`config.mk`:
```
export PLATFORM = sky130hd
export DESIGN_NAME = alu_rmw_queue_flat
export DESIGN_NICKNAME = d
export VERILOG_FILES = /design/src/rtl/alu_rmw_queue_pkg.sv /design/src/rtl/alu_rmw_queue_if.sv /design/src/rtl/alu_rmw_queue_alu_core.sv /design/src/rtl/alu_rmw_queue.sv /design/src/flat_wrapper.sv
export SDC_FILE = /design/constraint.sdc
export NUM_CORES = 1
export LEC_CHECK = 0
export ABC_CLOCK_PERIOD_IN_PS = 5400
export CAP_MARGIN = 20
export CELL_PAD_IN_SITES_DETAIL_PLACEMENT = 0
export CELL_PAD_IN_SITES_GLOBAL_PLACEMENT = 1
export CORE_MARGIN = 8
export CORE_UTILIZATION = 45
export CTS_BUF_LIST = sky130_fd_sc_hd__clkbuf_4
export DETAILED_ROUTE_END_ITERATION = 6
export PLACE_DENSITY_LB_ADDON = 0.1
export SLEW_MARGIN = 20
export SYNTH_ARGS = -nofsm -noshare
export SYNTH_HDL_FRONTEND = slang
export SYNTH_SLANG_ARGS = --single-unit
```
`constraint.sdc`:
```
create_clock -name clk -period 5.4 [get_ports clk]
set_clock_uncertainty 0.15 [all_clocks]
set_input_delay 0.81 -clock clk [delete_from_list [all_inputs] [get_ports clk]]
set_output_delay 0.81 -clock clk [all_outputs]
set_load 0.02 [all_outputs]
```
`src/rtl/alu_rmw_queue_pkg.sv`:
```
// Shared types for the RMW queue: function codes, head-FSM states, flag bit positions.
// Purely declarative; no logic, latency or flow control lives here.
package rmw_pkg;

  typedef enum logic [2:0] {
    RMW_INC = 3'd0,
    RMW_DEC = 3'd1,
    RMW_DEP = 3'd2,
    RMW_LSR = 3'd3,
    RMW_ASL = 3'd4,
    RMW_TSB = 3'd5,
    RMW_TRB = 3'd6,
    RMW_NEG = 3'd7
  } rmw_fn_e;

  typedef enum logic [1:0] {
    HD_IDLE  = 2'd0,
    HD_LOAD  = 2'd1,
    HD_STORE = 2'd2
  } head_state_e;

  localparam int FLAG_C   = 0;
  localparam int FLAG_Z   = 1;
  localparam int FLAG_ACQ = 4;

endpackage

```
`src/rtl/alu_rmw_queue_if.sv`:
```
// Scheduler / memory / flag-file / LSU signals of the RMW queue.
// slave = the queue itself, master = its environment.
interface alu_rmw_queue_if #(
  parameter int DATA_W = 16,
  parameter int ADDR_W = 16,
  parameter int FLAG_W = 16
);
  logic              sched_valid;
  logic              sched_rdy;
  logic [2:0]        sched_fn;
  logic [DATA_W-1:0] sched_operand;
  logic              sched_wr_flags;
  logic              sched_carry_mask;
  logic [ADDR_W-1:0] agu_addr;
  logic              mem_rdy;
  logic [DATA_W-1:0] mem_data_in;
  logic [FLAG_W-1:0] rf_flags_in;
  logic              rf_flags_wr;
  logic [FLAG_W-1:0] rf_flags_out;
  logic              lsu_ack;
  logic              lsu_deny_op;
  logic [DATA_W-1:0] lsu_data;
  logic [ADDR_W-1:0] lsu_addr;
  logic              lsu_data_rdy;

  modport slave (
    input  sched_valid, sched_fn, sched_operand, sched_wr_flags, sched_carry_mask,
           agu_addr, mem_rdy, mem_data_in, rf_flags_in, lsu_ack,
    output sched_rdy, rf_flags_wr, rf_flags_out, lsu_deny_op, lsu_data, lsu_addr,
           lsu_data_rdy
  );

  modport master (
    output sched_valid, sched_fn, sched_operand, sched_wr_flags, sched_carry_mask,
           agu_addr, mem_rdy, mem_data_in, rf_flags_in, lsu_ack,
    input  sched_rdy, rf_flags_wr, rf_flags_out, lsu_deny_op, lsu_data, lsu_addr,
           lsu_data_rdy
  );
endinterface

```
`src/rtl/alu_rmw_queue_alu_core.sv`:
```
// RMW function and flag datapath; purely combinational, zero latency, no flow control.
module rmw_alu_core
  import rmw_pkg::*;
#(
  parameter int DATA_W = 16,
  parameter int FLAG_W = 16
) (
  input  rmw_fn_e           fn_i,
  input  logic [DATA_W-1:0] data_i,
  input  logic [DATA_W-1:0] operand_i,
  input  logic              carry_mask_i,
  input  logic [FLAG_W-1:0] flags_i,
  output logic [DATA_W-1:0] result_o,
  output logic [FLAG_W-1:0] flags_o
);

  logic cin;
  logic c;
  logic z;
  logic acq;
  logic test_z;

  assign cin    = flags_i[FLAG_C] & carry_mask_i;
  assign test_z = ((data_i & operand_i) == '0);

  always_comb begin
    result_o = data_i;
    c        = flags_i[FLAG_C];
    acq      = 1'b0;
    case (fn_i)
      RMW_INC: result_o = data_i + DATA_W'(1);
      RMW_DEC: result_o = data_i - DATA_W'(1);
      RMW_DEP: begin
        // Decrement that saturates at zero; acq reports whether a unit was taken.
        acq      = (data_i != '0);
        result_o = acq ? data_i - DATA_W'(1) : data_i;
      end
      RMW_LSR: begin
        result_o = {cin, data_i[DATA_W-1:1]};
        c        = data_i[0];
      end
      RMW_ASL: begin
        result_o = {data_i[DATA_W-2:0], cin};
        c        = data_i[DATA_W-1];
      end
      RMW_TSB: result_o = data_i | operand_i;
      RMW_TRB: result_o = data_i & ~operand_i;
      RMW_NEG: begin
        result_o = DATA_W'(0) - data_i;
        c        = (data_i != '0);
      end
      default: result_o = data_i;
    endcase
  end

  assign z = (fn_i == RMW_TSB || fn_i == RMW_TRB) ? test_z : (result_o == '0);

  always_comb begin
    flags_o           = flags_i;
    flags_o[FLAG_C]   = c;
    flags_o[FLAG_Z]   = z;
    flags_o[FLAG_ACQ] = acq;
  end

endmodule

```
`src/rtl/alu_rmw_queue.sv`:
```
// Read-modify-write queue: up to DEPTH ops in flight, min 2 cycles issue-to-result,
// one completion per 2 cycles; refuses requests when full or on an in-flight address hit.
module alu_rmw_queue
  import rmw_pkg::*;
#(
  parameter int DATA_W = 16,
  parameter int ADDR_W = 16,
  parameter int DEPTH  = 2,
  parameter int FLAG_W = 16
) (
  input logic           clk,
  input logic           a_rst_n,
  alu_rmw_queue_if.slave bus
);

  localparam int PTR_W = (DEPTH > 1) ? $clog2(DEPTH) : 1;
  localparam int CNT_W = $clog2(DEPTH) + 1;

  typedef struct packed {
    logic [ADDR_W-1:0] addr;
    rmw_fn_e           fn;
    logic [DATA_W-1:0] operand;
    logic              wr_flags;
    logic              carry_mask;
  } entry_t;

  entry_t            ent_q [DEPTH];
  logic [DEPTH-1:0]  vld_q;
  logic [PTR_W-1:0]  wr_ptr_q, rd_ptr_q;
  logic [CNT_W-1:0]  cnt_q, cnt_d;
  head_state_e       st_q, st_d;
  logic [DATA_W-1:0] data_q;

  entry_t            head;
  logic              full;
  logic              deny;
  logic              push;
  logic              pop;
  logic              store;
  logic [DATA_W-1:0] alu_res;
  logic [FLAG_W-1:0] alu_flags;

  function automatic logic [PTR_W-1:0] next_ptr(input logic [PTR_W-1:0] p);
    return (p == PTR_W'(DEPTH - 1)) ? '0 : p + PTR_W'(1);
  endfunction

  assign head  = ent_q[rd_ptr_q];
  assign full  = (cnt_q == CNT_W'(DEPTH));
  assign store = (st_q == HD_STORE);
  assign push  = bus.sched_valid & bus.sched_rdy;
  assign pop   = store & bus.lsu_ack;

  // The head stays valid until the edge that consumes its ack, so it blocks through that cycle.
  always_comb begin
    deny = 1'b0;
    for (int i = 0; i < DEPTH; i++) begin
      if (vld_q[i] && ent_q[i].addr == bus.agu_addr) deny = 1'b1;
    end
  end

  always_comb begin
    cnt_d = cnt_q;
    if (push && !pop)      cnt_d = cnt_q + CNT_W'(1);
    else if (pop && !push) cnt_d = cnt_q - CNT_W'(1);
  end

  always_comb begin
    st_d = st_q;
    case (st_q)
      HD_IDLE:  if (cnt_q != '0) st_d = HD_LOAD;
      HD_LOAD:  if (bus.mem_rdy) st_d = HD_STORE;
      HD_STORE: if (bus.lsu_ack) st_d = (cnt_d != '0) ? HD_LOAD : HD_IDLE;
      default:  st_d = HD_IDLE;
    endcase
  end

  always_ff @(posedge clk or negedge a_rst_n) begin
    if (!a_rst_n) begin
      st_q     <= HD_IDLE;
      cnt_q    <= '0;
      wr_ptr_q <= '0;
      rd_ptr_q <= '0;
      vld_q    <= '0;
      data_q   <= '0;
      for (int i = 0; i < DEPTH; i++) ent_q[i] <= '0;
    end else begin
      st_q  <= st_d;
      cnt_q <= cnt_d;
      if (st_q == HD_LOAD && bus.mem_rdy) data_q <= bus.mem_data_in;
      if (push) begin
        ent_q[wr_ptr_q] <= '{addr:       bus.agu_addr,
                             fn:         rmw_fn_e'(bus.sched_fn),
                             operand:    bus.sched_operand,
                             wr_flags:   bus.sched_wr_flags,
                             carry_mask: bus.sched_carry_mask};
        vld_q[wr_ptr_q] <= 1'b1;
        wr_ptr_q        <= next_ptr(wr_ptr_q);
      end
      if (pop) begin
        vld_q[rd_ptr_q] <= 1'b0;
        rd_ptr_q        <= next_ptr(rd_ptr_q);
      end
    end
  end

  rmw_alu_core #(
    .DATA_W (DATA_W),
    .FLAG_W (FLAG_W)
  ) u_alu (
    .fn_i         (head.fn),
    .data_i       (data_q),
    .operand_i    (head.operand),
    .carry_mask_i (head.carry_mask),
    .flags_i      (bus.rf_flags_in),
    .result_o     (alu_res),
    .flags_o      (alu_flags)
  );

  assign bus.sched_rdy    = ~full & ~deny;
  assign bus.lsu_deny_op  = deny;
  assign bus.lsu_data_rdy = store;
  assign bus.lsu_data     = store ? alu_res : '0;
  assign bus.lsu_addr     = (cnt_q != '0) ? head.addr : '0;
  assign bus.rf_flags_out = alu_flags;
  assign bus.rf_flags_wr  = store & bus.lsu_ack & head.wr_flags;

endmodule

```
`src/flat_wrapper.sv`:
```
// flat-port wrapper written by rule: the top's interface ports become plain ports
module alu_rmw_queue_flat import rmw_pkg::*;
#(
  parameter int DATA_W = 16,
  parameter int ADDR_W = 16,
  parameter int DEPTH  = 2,
  parameter int FLAG_W = 16
)
  (clk, a_rst_n, bus_sched_valid, bus_sched_fn, bus_sched_operand, bus_sched_wr_flags, bus_sched_carry_mask, bus_agu_addr, bus_mem_rdy, bus_mem_data_in, bus_rf_flags_in, bus_lsu_ack, bus_sched_rdy, bus_rf_flags_wr, bus_rf_flags_out, bus_lsu_deny_op, bus_lsu_data, bus_lsu_addr, bus_lsu_data_rdy);
  alu_rmw_queue_if #(.DATA_W(DATA_W), .ADDR_W(ADDR_W), .FLAG_W(FLAG_W)) bus_i ();
  input logic clk;
  input logic a_rst_n;
  input wire logic [$bits(bus_i.sched_valid)-1:0] bus_sched_valid;
  input wire logic [$bits(bus_i.sched_fn)-1:0] bus_sched_fn;
  input wire logic [$bits(bus_i.sched_operand)-1:0] bus_sched_operand;
  input wire logic [$bits(bus_i.sched_wr_flags)-1:0] bus_sched_wr_flags;
  input wire logic [$bits(bus_i.sched_carry_mask)-1:0] bus_sched_carry_mask;
  input wire logic [$bits(bus_i.agu_addr)-1:0] bus_agu_addr;
  input wire logic [$bits(bus_i.mem_rdy)-1:0] bus_mem_rdy;
  input wire logic [$bits(bus_i.mem_data_in)-1:0] bus_mem_data_in;
  input wire logic [$bits(bus_i.rf_flags_in)-1:0] bus_rf_flags_in;
  input wire logic [$bits(bus_i.lsu_ack)-1:0] bus_lsu_ack;
  output wire logic [$bits(bus_i.sched_rdy)-1:0] bus_sched_rdy;
  output wire logic [$bits(bus_i.rf_flags_wr)-1:0] bus_rf_flags_wr;
  output wire logic [$bits(bus_i.rf_flags_out)-1:0] bus_rf_flags_out;
  output wire logic [$bits(bus_i.lsu_deny_op)-1:0] bus_lsu_deny_op;
  output wire logic [$bits(bus_i.lsu_data)-1:0] bus_lsu_data;
  output wire logic [$bits(bus_i.lsu_addr)-1:0] bus_lsu_addr;
  output wire logic [$bits(bus_i.lsu_data_rdy)-1:0] bus_lsu_data_rdy;
  assign bus_i.sched_valid = bus_sched_valid;
  assign bus_i.sched_fn = bus_sched_fn;
  assign bus_i.sched_operand = bus_sched_operand;
  assign bus_i.sched_wr_flags = bus_sched_wr_flags;
  assign bus_i.sched_carry_mask = bus_sched_carry_mask;
  assign bus_i.agu_addr = bus_agu_addr;
  assign bus_i.mem_rdy = bus_mem_rdy;
  assign bus_i.mem_data_in = bus_mem_data_in;
  assign bus_i.rf_flags_in = bus_rf_flags_in;
  assign bus_i.lsu_ack = bus_lsu_ack;
  assign bus_sched_rdy = bus_i.sched_rdy;
  assign bus_rf_flags_wr = bus_i.rf_flags_wr;
  assign bus_rf_flags_out = bus_i.rf_flags_out;
  assign bus_lsu_deny_op = bus_i.lsu_deny_op;
  assign bus_lsu_data = bus_i.lsu_data;
  assign bus_lsu_addr = bus_i.lsu_addr;
  assign bus_lsu_data_rdy = bus_i.lsu_data_rdy;
  alu_rmw_queue #(.DATA_W(DATA_W), .ADDR_W(ADDR_W), .DEPTH(DEPTH), .FLAG_W(FLAG_W)) u_core (.clk(clk), .a_rst_n(a_rst_n), .bus(bus_i));
endmodule
```
After elaboration in Yosys (flattened, before gate mapping)

Cells that the tools add are included.

Register bits: 98
Input bits: 74
Word-level logic and storage cells: 110

Reductions and logical operators: 19
Mux-type cells: 30
Order comparisons: 7
Add/subtract/negate cells: 7
Bitwise logic cells: 16
Equality and inequality tests: 15

Operators with widths:

| operator              | number |
|---|---|
| $mux 37               | 4 |
| $pmux 16 s8           | 1 |
| $bwmux 74             | 1 |
| $mux 16               | 3 |
| $demux 37 s1          | 1 |
| $and 16x16->16        | 2 |
| $eq 16x16->1          | 2 |
| $logic_not 16->1      | 2 |
| $add 16x1->16 const B | 1 |
| $not 16->16           | 1 |
| $or 16x16->16         | 1 |
| $reduce_bool 16->1    | 1 |
| $sub 1x16->16 const A | 1 |
| $sub 16x1->16 const B | 1 |
| $mux 2                | 7 |
| $eq 3x3->1 const B    | 4 |
| $mux 1                | 9 |
| $logic_and 1x1->1     | 8 |
| $eq 3x2->1 const B    | 2 |
| $pmux 2 s3            | 1 |
| $and 1x1->1           | 5 |
| $eq 2x2->1 const B    | 2 |
| $ge 2x2->1 const B    | 2 |
| $lt 1x2->1 const B    | 2 |
| 22 further kinds      | 30 |

Longest topological paths before layout

Word-level depth: 15
Gate-level depth with buffers: 13
Mapped depth without buffers: 10

Modules after synthesis

From an unflattened synthesis, not the netlist that was laid out.

Cells, all modules: 718
Area total of the unflattened synthesis: 7075.5 sq um

Modules (own cells, without submodules):

| module        | area each (sq um) | cells an instance | times used |
|---|---|---|---|
| alu_rmw_queue | 4931.0            | 372               | 1 |
| rmw_alu_core  | 2144.6            | 346               | 1 |

Worst setup path after synthesis

Ideal clock, no wire load.

Path type: register to output
Start: register u_core.data_q[10]
End: output bus_rf_flags_out[1]
Stages on the path, launching flop included: 11
Data arrival time: 2909 ps
Data required time: 4440 ps
Buffers on the path: 2
Setup slack: 1531 ps
Path through: dfrtp_1 -> buf_6 -> or4_4 -> or2_4 -> or4_4 -> and3_4 -> a2111oi_2 -> and4_1 -> nor4b_2 -> a31o_1 -> buf_4

Word-level cells in the longest chain between the ends: 5
Elaborated cells on any way between the ends: 12
Those cells by class: add/sub (3); mux (3); bitwise (3); reduce/logical (3)

Ends and longest elaborated chain:

| element                                             | line                                                                                     | text |
|---|---|---|
| start, declared                                     | alu_rmw_queue.sv:32                                                                      | `logic [DATA_W-1:0] data_q;` |
| start signal, assigned                              | alu_rmw_queue.sv:89                                                                      | `if (st_q == HD_LOAD && bus.mem_rdy) data_q <= bus.mem_data_in;` |
| $sub 16x1->16 or $reduce_bool 16->1 (tied branches) | alu_rmw_queue_alu_core.sv:32, alu_rmw_queue_alu_core.sv:36, alu_rmw_queue_alu_core.sv:35 |  |
| $mux 16                                             | alu_rmw_queue_alu_core.sv:36                                                             | `result_o = acq ? data_i - DATA_W'(1) : data_i;` |
| $pmux 16 s8                                         | alu_rmw_queue_alu_core.sv:30                                                             | `case (fn_i)` |
| $logic_not 16->1                                    | alu_rmw_queue_alu_core.sv:56                                                             | `assign z = (fn_i == RMW_TSB \|\| fn_i == RMW_TRB) ? test_z : (result_o == '0);` |
| $mux 1 (*)                                          | alu_rmw_queue_alu_core.sv:56                                                             |  |
| end, declared                                       | flat_wrapper.sv:25                                                                       | `output wire logic [$bits(bus_i.rf_flags_out)-1:0] bus_rf_flags_out;` |

Every way passes the cells marked *; elsewhere a longest branch is shown, timed or not.

Final worst setup path

Start: register u_core.data_q[3]
End: output bus_rf_flags_out[1]

Same word-level chain as after synthesis.

==> results.toml <==
[critical_path]
worstPathMaxFanout = 14
crit_path_start = "u_core.data_q[3]$_DFFE_PN0P_"
cp_data_arrival_time_ns = 4.21
max_stage_delay_ns = 0.66
path_cells = "or4_4 > or2_1 > or4_4 > and3_4 > a2111oi_2 > and4_1 > nor4b_2 > a31o_1 > clkdlybuf4s50_1"
cp_data_required_time_ns = 4.44
critPathTopFamily = "simple AND/OR/NAND/NOR gates"
crit_buf_inv = 1
r2r-start = "u_core.ent_q[29]$_DFFE_PN0P_"
startpoint_type = "register"
path_class = "reg2out"
crit_top_cell = "or4_4"
cp_slowest_cell = "or4_4"
rr_worst_depth = 9
rrSetupSlack_ns = 2.18
end_kind = "output port"
r2r-end = "u_core.ent_q[41]$_DFFE_PN0P_"

[routing]
vias = 5907
drt_iter0_markers = 332
drc_errors = 0
drt_wl_total_mm = 21.3
routed_via_density = 6.09
drt_pre_antenna_iters = 5
wl_per_cell_um = 21.9
ant_nets = 0

[global_routing]
antenna_found_initial = 2
grtUsageTotal = 0.219
grt_max_degree = 55
grt_pass1_wl_mm = 33.8
grt_pass1_vias = 6076
overflow = 0

[floorplanning]
dieArea_mm2 = 0.0194
die_h_um = 139
initial_core_util = 0.455
die_width_um = 139
ios = 126
placeableCoreArea_mm2 = 0.0150
fp-row-count = 45

[timing]
fin_crit_ns = 5.17
rsz0062_at_grt = "false"
slew_violations = 0
finalSetupViolCount = 0
fmax_mhz = 193
setup_tns_ns = 0
fin_crit_sh = 0.958
maxSlewHeadroom = 0.445
worst_pin_slew_ns = 0.831
hold_viol_final = 0

[clocking]
clkTransAtPathRegs_ns = 0.15
hold_buffers = 0
h-tree-depth = 3
cts_tree = "built"
worstSkewPairLatency_ns = 0.47
cts_root_buffer = "clkbuf_4"
clock_path_buffers = 2
cts_sinks = 98
cts_buffers = 9

[placed_design]
dpl.hpwl_mm = 15.8
place_congestion = 0.921
dp_cells = 952
portBuffers = 97
place_area_mm2 = 0.00795

[power]
powerDensity_mw_per_mm2 = 725
p_leak_nw = 3.24
peakVddDrop_mv = 0.318

[cells_and_area]
area_growth_pct = 18.6
final_cell_area_mm2 = 0.00811
fin_nets = 855
drive_above_1_share = 0.221
fin_cells = 970

[yosys]
ys_seq_area_frac = 0.359
synth.distinct_cells = 68
synth.net_count = 783
synth_top_area_share = 0.359
synthesis.instances = 704
syn_area_mm2 = 0.00684
yosys_warnings = 0
yosys.area.top_type = "dfrtp_1"
ys.flop_type = "dfrtp_1"
yosysMostFrequentCell = "mux2_2"
synth_edf_count = 0
synthTopCellsByCount = "mux2_2, dfrtp_1, nor2_1, xor2_1, mux2i_1"
synth_seq_cells = 98
postSynthAreaPerCell_um2 = 9.71
synth_area_leaders = "dfrtp_1, mux2_2, xor2_1"
async_flop_share = 1.00

[job]
drv_cap = 0

[status]
status = "completed"

[hold_path]
worstHoldPathType = "in2async"
==> what timing repair did <==
action	4_1_cts	5_1_grt
resized for setup	0	4
endpoints found under the setup margin	0	1
buffers inserted	0	1
==> power breakdown <==
| part | switching [mW] | leakage, nW | total [mW] | internal, mW |
|---|---|---|---|---|
| registers | 0.339 | 1.15 | 1.45 | 1.11 |
| clock network | 0.251 | 0.0719 | 0.395 | 0.144 |
| logic | 2.29 | 2.02 | 4.04 | 1.75 |
| total | 2.88 | 3.24 | 5.88 | 3.00 |
==> kinds of logic (layout without fill, tap and decap cells) <==
kind of cell | Yosys count | after routing | synth area share
buffers and inverters | 80 | 156 | 0.0567
and+or+nand+nor | 203 | 203 | 0.153
other | 0 | 2 | 0
DFF | 98 | 98 | 0.359
xor gates and xnor gates | 58 | 58 | 0.0743
muxes | 140 | 140 | 0.224
AOI/OAI and AO/OA | 120 | 120 | 0.123
adders and majority gates | 5 | 5 | 0.00915
==> placed cells by master, fill, tap and decap left out, types with 5 or more instances in the layout <==
master | netlist | routed
mux2_2 | 106 | 106
dfrtp_1 | 98 | 97
clkdlybuf4s50_1 | 0 | 96
nor2_1 | 62 | 61
xor2_1 | 39 | 39
mux2i_1 | 34 | 34
nand2_1 | 31 | 31
buf_4 | 16 | 28
nor3_1 | 24 | 24
o21ai_0 | 21 | 21
a21oi_1 | 20 | 20
xnor2_1 | 19 | 19
nor4_1 | 17 | 16
inv_1 | 14 | 14
nand3_1 | 14 | 13
a211oi_1 | 11 | 11
clkbuf_4 | 0 | 10
nand4_1 | 9 | 9
o22ai_1 | 8 | 8
a221oi_1 | 8 | 8
and2_1 | 7 | 7
a31oi_1 | 6 | 6
or2_2 | 6 | 6
o211ai_1 | 5 | 5
and3_1 | 5 | 5
ha_1 | 5 | 5
==> through the flow <==
stage	hold WS [ns]	power [mW]	utilization	setup WS (ns)
floorplan	0.291	4.08	-	1.53
global placement	0.317	5.36	0.527	0.632
detailed placement	0.324	5.43	0.529	0.645
CTS	0.146	5.84	0.537	0.0799
global route	0.168	6.30	0.540	0.0363
finish	0.147	5.88	0.540	0.228
==> final cells by class <==
type | instances | area [um^2]
well taps | 188 | 235
diodes | 2 | 5.00
flip-flops and latches | 98 | 2460
clock inverters | 5 | 55.1
fillers | 1390 | 6920
multi-input cells | 526 | 4030
clock buffers | 10 | 75.1
inverters | 15 | 56.3
repair buffers | 126 | 1200
==> worst max path at each step <==
stage | endpoint | slack, ns | cells after the start
6_report | bus_rf_flags_out[1] | 0.23 | 9
3_5_place_dp | bus_rf_flags_out[1] | 0.65 | 9
2_1_floorplan | bus_rf_flags_out[1] | 1.53 | 10
4_1_cts | bus_rf_flags_out[1] | 0.08 | 9
3_3_place_gp | bus_rf_flags_out[1] | 0.63 | 9
5_1_grt | bus_rf_flags_out[1] | 0.04 | 9
==> flip-flops by register name, indices dropped and copies added, names as in the netlist <==
register,count
u_core.data_q,16
u_core.cnt_q,2
u_core.ent_q,74
u_core.wr_ptr_q,1
u_core.vld_q,2
u_core.rd_ptr_q,1
u_core.st_q,2
==> routing by layer <==
layer  wire, um  track usage  part of all wire
met5          0            0                 0
met3       1520       0.0612             0.071
met4        709       0.0971             0.033
met2      10400        0.372              0.49
met1       8620        0.255              0.41
(Power assumes the default switching activity.)
